File: config.mk
export PLATFORM = sky130hd
export DESIGN_NAME = reservation_station
export DESIGN_NICKNAME = d
export VERILOG_FILES = /design/src/rtl/reservation_station.sv
export SDC_FILE = /design/constraint.sdc
export NUM_CORES = 1
export LEC_CHECK = 0
export BUFFER_PORTS_ARGS = -buffer_cell sky130_fd_sc_hd__buf_2
export CORE_UTILIZATION = 40
export DETAILED_ROUTE_END_ITERATION = 6
export GPL_TIMING_DRIVEN = 0
export HOLD_SLACK_MARGIN = 0.08
export SETUP_SLACK_MARGIN = 0.05
export SLEW_MARGIN = 20
export SYNTH_ARGS = -nofsm -noshare
export SYNTH_HDL_FRONTEND = slang
export SYNTH_SLANG_ARGS = --single-unit
File: constraint.sdc
create_clock -name clk -period 14.19 [get_ports clk]
set_input_delay 0.7095 -clock clk [delete_from_list [all_inputs] [get_ports clk]]
set_output_delay 0.7095 -clock clk [all_outputs]
set_load 0.005 [all_outputs]
File: src/rtl/reservation_station.sv
// Tomasulo reservation station in front of the integer functional unit.
// Holds decoded ops until both operands are valid, snoops two CDB ports for
// pending operands, and dispatches the oldest ready op as a registered bundle.
//
// Ports:
//   clk, reset (async, active-high), flush (sync clear of all entries)
//   issue_valid/issue_ready       : decode handshake (ready = any free slot)
//   issue_ctrl/dest/rj/rk/vj/vk/qj/qk : op, dest tag, operand values or tags
//   cdb0, cdb1                    : {valid, tag, data} result broadcasts
//   disp_stall                    : FU cannot accept this cycle
//   disp_a/b/ctrl/tag/issued      : registered dispatch bundle to the FU
module reservation_station #(
  parameter int ENTRIES = 4,
  parameter int TAG_W   = 4,
  parameter int DATA_W  = 16
) (
  input  logic                      clk,
  input  logic                      reset,
  input  logic                      flush,
  input  logic                      issue_valid,
  output logic                      issue_ready,
  input  logic [1:0]                issue_ctrl,
  input  logic [TAG_W-1:0]          issue_dest,
  input  logic                      issue_rj,
  input  logic                      issue_rk,
  input  logic [DATA_W-1:0]         issue_vj,
  input  logic [DATA_W-1:0]         issue_vk,
  input  logic [TAG_W-1:0]          issue_qj,
  input  logic [TAG_W-1:0]          issue_qk,
  input  logic [TAG_W+DATA_W:0]     cdb0,
  input  logic [TAG_W+DATA_W:0]     cdb1,
  input  logic                      disp_stall,
  output logic [DATA_W-1:0]         disp_a,
  output logic [DATA_W-1:0]         disp_b,
  output logic [1:0]                disp_ctrl,
  output logic [TAG_W-1:0]          disp_tag,
  output logic                      disp_issued
);

  localparam int IDX_W = (ENTRIES > 1) ? $clog2(ENTRIES) : 1;

  // Entry state
  logic [ENTRIES-1:0] busy;
  logic [ENTRIES-1:0] rj;
  logic [ENTRIES-1:0] rk;
  logic [1:0]         ctrl [ENTRIES];
  logic [TAG_W-1:0]   dest [ENTRIES];
  logic [DATA_W-1:0]  vj   [ENTRIES];
  logic [DATA_W-1:0]  vk   [ENTRIES];
  logic [TAG_W-1:0]   qj   [ENTRIES];
  logic [TAG_W-1:0]   qk   [ENTRIES];
  // older[i][j] = 1 when entry i was allocated before entry j; only
  // meaningful between busy entries.
  logic [ENTRIES-1:0] older [ENTRIES];

  // CDB fields
  logic              c0_v, c1_v;
  logic [TAG_W-1:0]  c0_tag, c1_tag;
  logic [DATA_W-1:0] c0_d, c1_d;

  assign c0_v   = cdb0[TAG_W+DATA_W];
  assign c0_tag = cdb0[TAG_W+DATA_W-1:DATA_W];
  assign c0_d   = cdb0[DATA_W-1:0];
  assign c1_v   = cdb1[TAG_W+DATA_W];
  assign c1_tag = cdb1[TAG_W+DATA_W-1:DATA_W];
  assign c1_d   = cdb1[DATA_W-1:0];

  // Allocation
  logic             alloc_en;
  logic [IDX_W-1:0] alloc_idx;

  assign issue_ready = ~&busy;
  assign alloc_en    = issue_valid & issue_ready & ~flush;

  always_comb begin
    alloc_idx = '0;
    for (int unsigned i = ENTRIES; i > 0; i--) begin
      if (!busy[i-1]) alloc_idx = IDX_W'(i - 1);
    end
  end

  // Issue-time bypass from the CDB (cdb0 has priority)
  logic              bj0, bj1, bk0, bk1;
  logic              new_rj, new_rk;
  logic [DATA_W-1:0] new_vj, new_vk;

  always_comb begin
    bj0    = c0_v && (c0_tag == issue_qj);
    bj1    = c1_v && (c1_tag == issue_qj);
    bk0    = c0_v && (c0_tag == issue_qk);
    bk1    = c1_v && (c1_tag == issue_qk);
    new_rj = issue_rj | bj0 | bj1;
    new_rk = issue_rk | bk0 | bk1;
    new_vj = issue_rj ? issue_vj : (bj0 ? c0_d : c1_d);
    new_vk = issue_rk ? issue_vk : (bk0 ? c0_d : c1_d);
  end

  // Snoop hits per entry
  logic [ENTRIES-1:0] hj0, hj1, hk0, hk1;

  always_comb begin
    hj0 = '0;
    hj1 = '0;
    hk0 = '0;
    hk1 = '0;
    for (int unsigned i = 0; i < ENTRIES; i++) begin
      hj0[i] = c0_v && (c0_tag == qj[i]);
      hj1[i] = c1_v && (c1_tag == qj[i]);
      hk0[i] = c0_v && (c0_tag == qk[i]);
      hk1[i] = c1_v && (c1_tag == qk[i]);
    end
  end

  // Oldest-eligible selection: an eligible entry is chosen when no other
  // eligible entry is older than it. Allocation order is strict, so at most
  // one entry qualifies.
  logic [ENTRIES-1:0] eligible;
  logic [ENTRIES-1:0] sel_oh;
  logic [IDX_W-1:0]   sel_idx;
  logic               disp_en;

  always_comb begin
    logic blocked;
    blocked  = 1'b0;
    eligible = busy & rj & rk;
    sel_oh   = '0;
    sel_idx  = '0;
    for (int unsigned i = 0; i < ENTRIES; i++) begin
      blocked = 1'b0;
      for (int unsigned j = 0; j < ENTRIES; j++) begin
        if (j != i && eligible[j] && older[j][i]) blocked = 1'b1;
      end
      sel_oh[i] = eligible[i] & ~blocked;
    end
    for (int unsigned i = 0; i < ENTRIES; i++) begin
      if (sel_oh[i]) sel_idx = IDX_W'(i);
    end
    disp_en = (|eligible) & ~disp_stall & ~flush;
  end

  always_ff @(posedge clk or posedge reset) begin
    if (reset) begin
      busy        <= '0;
      rj          <= '0;
      rk          <= '0;
      disp_a      <= '0;
      disp_b      <= '0;
      disp_ctrl   <= '0;
      disp_tag    <= '0;
      disp_issued <= 1'b0;
      for (int unsigned i = 0; i < ENTRIES; i++) begin
        ctrl[i]  <= '0;
        dest[i]  <= '0;
        vj[i]    <= '0;
        vk[i]    <= '0;
        qj[i]    <= '0;
        qk[i]    <= '0;
        older[i] <= '0;
      end
    end else if (flush) begin
      busy        <= '0;
      disp_issued <= 1'b0;
    end else begin
      disp_issued <= disp_en;
      if (disp_en) begin
        disp_a          <= vj[sel_idx];
        disp_b          <= vk[sel_idx];
        disp_ctrl       <= ctrl[sel_idx];
        disp_tag        <= dest[sel_idx];
        busy[sel_idx]   <= 1'b0;
      end

      for (int unsigned i = 0; i < ENTRIES; i++) begin
        if (busy[i] && !rj[i]) begin
          if (hj0[i]) begin
            rj[i] <= 1'b1;
            vj[i] <= c0_d;
          end else if (hj1[i]) begin
            rj[i] <= 1'b1;
            vj[i] <= c1_d;
          end
        end
        if (busy[i] && !rk[i]) begin
          if (hk0[i]) begin
            rk[i] <= 1'b1;
            vk[i] <= c0_d;
          end else if (hk1[i]) begin
            rk[i] <= 1'b1;
            vk[i] <= c1_d;
          end
        end
      end

      // The allocated slot is non-busy, so it never collides with the
      // dispatch or snoop updates above.
      if (alloc_en) begin
        busy[alloc_idx]  <= 1'b1;
        ctrl[alloc_idx]  <= issue_ctrl;
        dest[alloc_idx]  <= issue_dest;
        rj[alloc_idx]    <= new_rj;
        rk[alloc_idx]    <= new_rk;
        vj[alloc_idx]    <= new_vj;
        vk[alloc_idx]    <= new_vk;
        qj[alloc_idx]    <= issue_qj;
        qk[alloc_idx]    <= issue_qk;
        older[alloc_idx] <= '0;
        for (int unsigned j = 0; j < ENTRIES; j++) begin
          if (IDX_W'(j) != alloc_idx) older[j][alloc_idx] <= 1'b1;
        end
      end
    end
  end

endmodule
; Yosys cells after proc, flatten, opt, wreduce, memory -nomap -nowiden
; Index checks and enable logic that the tools add are counted.
[word_totals]
register_bits = 251
inputBits = 95
output_inout_bits = 40
elab_cells = 276
[op_classes]
n_lt_le_gt_ge = 7
n_eq_ne = 23
muxes = 127
n_bitwise = 29
reduce_logical = 54
[op_table]
columns = operator, n
row1 = $mux W16, 41
row2 = $bwmux W64, 2
row3 = $mux W64, 2
row4 = $eq A4 B4 Y1, 20
row5 = $bmux W16 S2, 2
row6 = $mux W4, 13
row7 = $bwmux W16, 3
row8 = $mux W1, 45
row9 = $logic_and A1 B1 Y1, 40
row10 = $demux W16 S2, 1
row11 = $or A4 B4 Y4, 5
row12 = $mux W2, 9
row13 = $and A16 B16 Y16, 1
row14 = $not A16 Y16, 1
row15 = $and A4 B4 Y4, 3
row16 = $logic_not A1 Y1, 9
row17 = $bmux W4 S2, 1
row18 = $bwmux W4, 2
row19 = $bwmux W8, 1
row20 = $demux W4 S2, 1
row21 = $and A1 B1 Y1, 7
row22 = $ge A3 B3 Y1 const B, 2
row23 = $lt A2 B3 Y1 const B, 2
row24 = $not A2 Y3, 2
row25 = 14 further kinds, 25

; Depth between registers and ports, before layout
[logic_depth]
word_depth = 22
depth_mapped = 10
ltp_nobuf = 6

; Worst setup path before layout
; Ideal clock, no wire load.
[synth_path]
path_kind = input -> register
start = input cdb0[19]
end = register vk[24] in the netlist's numbering
setup_ns = 0.078
arrival_time_ns = 2.540
required_ns = 14.112
setup_slack_ns = 11.572
stages = 8
path_buffers = 3
cell_sequence = buf_4 -> xor2_1 -> nor4_4 -> o21a_1 -> buf_2 -> buf_4 -> mux2_2 -> a21oi_1
[synth_via]
elab_chain_len = 7
elab_cells_between_ends = 11
classes_between = eq/ne (2) / mux (7) / reduce/logical (2)
[synth_lines]
columns = item, line
row1 = from (decl), 30  ; input logic [TAG_W+DATA_W:0] cdb0,
row2 = $eq A4 B4 Y1, 109  ; hk0[i] = c0_v && (c0_tag == qk[i]);
row3 = $logic_and A1 B1 Y1, 109
row4 = $mux W16, 184  ; if (hk0[i]) begin
row5 = $mux W16, 183  ; if (busy[i] && !rk[i]) begin
row6 = $mux W16, 160  ; end else if (flush) begin
row7 = $bwmux W64, 203  ; vk[alloc_idx] <= new_vk;
row8 = $mux W64 *, 196  ; if (alloc_en) begin
row9 = "to (signal, indexed assignment)", 203
row10 = to (decl), 49  ; logic [DATA_W-1:0] vk [ENTRIES];
; Mark *: on every way between the ends. The rest lies on a longest branch, timed or not. The select of a mux whose other input is x is not followed.
; A chain may end at the register's enable or synchronous reset.

; Worst setup path in the final report
[layout_path]
start = register busy[1]
end = register vj[38] in the netlist's numbering
[layout_via]
elab_chain_len = 9
elab_cells_between_ends = 17
classes_between = order compare (2) / mux (8) / bitwise (3) / reduce/logical (4)
[layout_lines]
columns = item, line
row1 = from (decl), 43  ; logic [ENTRIES-1:0] busy;
row2 = from (signal assigned), 143  ; busy <= '0;
row3 = from (signal assigned), 161  ; busy <= '0;
row4 = "from (signal, indexed assignment)", 170  ; busy[sel_idx] <= 1'b0;
row5 = $mux W2 (2 in series), 78  ; if (!busy[i-1]) alloc_idx = IDX_W'(i - 1);
row6 = $not A2 Y3 (implied by the code), 202  ; vj[alloc_idx] <= new_vj;
row7 = $ge A3 B3 Y1 (implied by the code) or $lt A3 B1 Y1 (tied branches), 202
row8 = $logic_and A1 B1 Y1 (implied by the code), 202
row9 = $mux W16 (implied by the code), 202
row10 = $demux W16 S2, 202
row11 = $bwmux W64, 202
row12 = $mux W64 *, 196
row13 = "to (signal, indexed assignment)", 202
row14 = to (decl), 48  ; logic [DATA_W-1:0] vj [ENTRIES];
; Marked as above.

==> impl_results.md <==
* Port bufs at 89
* Max-slew violation count at 0
* Crit end category: register
* Initial Util at 40.8%
* Num CTS Buffers at 29
* First-pass GRT wire length at 81,500 um
* Worst stage delay on the critical path at 0.62 ns
* Leakage Power at 6.92 nW
* GR peak layer: met2
* Grt ovf at 0
* Setup-failing EPs final at 0
* Clock Latency Late Sink at 0.56 ns
* Slew @ Worst Pin at 1.15 ns
* Post-place setup slack at 10.60 ns
* Area Growth Syn to Fin at 14.1%
* Final worst setup slack at 10.81 ns
* TNS Setup at 0 ns
* CTS tree: yes
* Main flop type after synthesis: dfrtp_1
* Post-CTS Setup Bufs at 0
* Hold bufs inserted after CTS at 0
* Worst Hold Class: primary input to async pin
* CTS root buf: clkbuf_16
* Crit Path Category: register to register
* Slowest cell on crit path: clkbuf_1
* Most used cell, CP: clkbuf_1
* Via/cell ratio at 6.10
* N_diodes at 0
* M1 GR Usage at 41.9%
* Synth area leader: dfrtp_1
* Die width at 190 um
* Post-DP HPWL at 37,300 um
* Crit start category: register
* M3 GR Usage at 3.30%
* Routed Antenna Nets at 0
* Mapped Area at 14,200 sq um
* CTS HTree Levels at 1
* Iter 0 DRT Violations at 1,615
* Yosys reg bits at 244
* Count of cell types in the netlist at 62
* Total Nets Final at 1,807
* Synth warnings at 0
* Syn Nets at 1,685
* Post-synthesis area per instance at 8.90 sq um
* Cell count after synthesis at 1,590
* Pre-antenna DRT Iters at 7
* Share of layout cells above drive strength 1 at 15.8%
* Worst Path Buf+Inv at 2
* Die Ht at 190 um
* Final core utilization at 46.5%
* Register area share after synthesis at 43.1%
* DRC errors left at 1
* Vias in the first global route at 12,800
* Die area at 36,100 sq um
* Status: finished, violations left
* WL per Instance at 24.9 um
* Core area at 34,700 sq um
* Crit share post-route at 23.9%
* Critical path, cell by cell: clkbuf_1 > nor2b_1 > nand3_1 > nor4_1 > a21oi_1 > nor2_1 > clkbuf_1 > a222oi_1
* Cell with the most instances after synthesis: nand2_1
* GRT Util Overall at 30.0%
* Power Total at 2.13 mW
* Post-CTS Resized at 0
* Met2 global-route usage at 47.7%
* Post-synth top area share at 43.1%
* F_max at 0.295 GHz
* Ys async rst share at 100%
* Most common library cells after synthesis: nand2_1, dfrtp_1, clkbuf_1, nor2_1, mux2i_1
* Largest net degree at the start of global routing at 89
* CP required at 14.58 ns
* Final wirelength at 54,300 um
* Max clock buf depth at 3
* Skew final at 0.0118 ns
* CP top delay family: simple AND/OR/NAND/NOR gates
* Peak fanout along the critical path at 10
* Routability cong. at 0.919
* Worst rel slew slack at 22.5%
* Power Density at 132 nW/um^2
* Clock Pin Slew Worst Setup and Hold Paths at 0.06 ns
* Min Tclk post-route at 3.38 ns
* Vias at 13,300
* RSZ-0062 raised after global routing: false
* Violations in the final reports: DRC
* EDFF count, synth at 0
* Initial antenna violation count at 0
* Num ports at 135
* Worst endpoint data arrival time at 3.78 ns
* Row count at 68
* Clock sink count at 244
* Maximum VDD drop at 0.0000971 V
* Synth top area cells: dfrtp_1, nand2_1, mux2i_1
* Max cap viols at 0
* Final hold vios at 0
## logic make-up after synthesis
logic type             Yosys count  share of synthesized area [%]
multiplexers                   142                           10.3
XOR/XNOR                        71                           4.39
AND/OR/NAND/NOR                552                           16.9
flip-flops                     244                           43.1
buffers and inverters          205                           6.04
AO/OA/AOI/OAI                  376                           19.2
## cell usage in the layout, fill, tap and decap left out, types with 6 or more instances in the layout
| master | Yosys | routed |
|---|---|---|
| a211oi_1 | 33 | 33 |
| a21oi_1 | 40 | 40 |
| a221o_1 | 12 | 12 |
| a221oi_1 | 13 | 13 |
| a222oi_1 | 32 | 32 |
| a31o_2 | 37 | 37 |
| a31oi_1 | 40 | 40 |
| and3_1 | 7 | 7 |
| buf_1 | 8 | 8 |
| buf_2 | 23 | 112 |
| buf_4 | 9 | 9 |
| clkbuf_1 | 116 | 122 |
| clkbuf_16 | 0 | 29 |
| clkbuf_8 | 0 | 9 |
| dfrtp_1 | 244 | 244 |
| inv_1 | 46 | 45 |
| mux2_2 | 32 | 32 |
| mux2i_1 | 109 | 109 |
| nand2_1 | 334 | 334 |
| nand2b_1 | 6 | 6 |
| nand3_1 | 25 | 25 |
| nand4_1 | 6 | 6 |
| nor2_1 | 110 | 110 |
| nor3_1 | 22 | 21 |
| nor3b_1 | 6 | 6 |
| nor4_1 | 8 | 8 |
| o21a_1 | 17 | 17 |
| o21ai_0 | 76 | 76 |
| o221a_2 | 20 | 20 |
| o22ai_1 | 33 | 33 |
| or3_1 | 6 | 6 |
| xnor2_1 | 22 | 22 |
| xor2_1 | 49 | 49 |
## power by group
| group | total, mW | internal (mW) | switching, mW |
|---|---|---|---|
| logic | 0.464 | 0.214 | 0.250 |
| registers | 0.932 | 0.841 | 0.0908 |
| clock network | 0.730 | 0.420 | 0.311 |
| total | 2.13 | 1.47 | 0.652 |
## metal layers
metal	up-vias	part of all wire [%]
li1	5884	-
met1	6609	43
met2	714	46
met3	120	7.4
met4	0	3.8
met5	-	0
## through the flow
| stage | cell area, sq um | hold WS (ns) | instances |
|---|---|---|---|
| global placement | 15200 | 0.455 | 2134 |
| detailed placement | 15200 | 0.461 | 2136 |
| floorplan | 14200 | 0.440 | 1590 |
| CTS | 16100 | 0.259 | 2186 |
| finish | 16100 | 0.205 | 2186 |
| global route | 16100 | 0.278 | 2186 |
## worst paths after layout
check                      cells past startpoint  slack (ns)                   end                 start
max                                            8       10.81    vj[38]$_DFFE_PP0N_     busy[1]$_DFF_PP0_
min                                            2        0.20     vj[6]$_DFFE_PP0N_                 reset
max reg2reg                                    8       10.81    vj[38]$_DFFE_PP0N_     busy[1]$_DFF_PP0_
min reg2reg                                    2        0.47  dest[13]$_DFFE_PP0P_  dest[13]$_DFFE_PP0P_
max in group asynchronous                      3       13.06     qk[6]$_DFFE_PP0P_                 reset
min in group clk                               3        0.38   ctrl[6]$_DFFE_PP0P_         issue_ctrl[0]
## state kept, by name, summed over array words and instances (netlist names), named ones only
signal	count
disp_b	16
disp_issued	1
rk	4
vj	64
rj	4
disp_a	16
dest	16
qj	16
older	3
ctrl	8
disp_ctrl	2
qk	16
vk	64
disp_tag	4
busy	4
## worst reg2reg max path: stages (launching register included)
cell	delay, ns
dfrtp_1	0.36
clkbuf_1	0.38
nor2b_1	0.39
nand3_1	0.13
nor4_1	0.47
a21oi_1	0.16
nor2_1	0.49
clkbuf_1	0.62
a222oi_1	0.20
## layout make-up
type	instances	area [sq um]
buffer	159	682
clock buffer	44	872
clock inverter	6	37.5
fill	3365	18600
inverter	46	180
multi-input combinational	1141	7200
sequential	244	6110
tap	455	569
timing repair buffer	91	500
No activity file was read; power rests on OpenSTA's default activity.
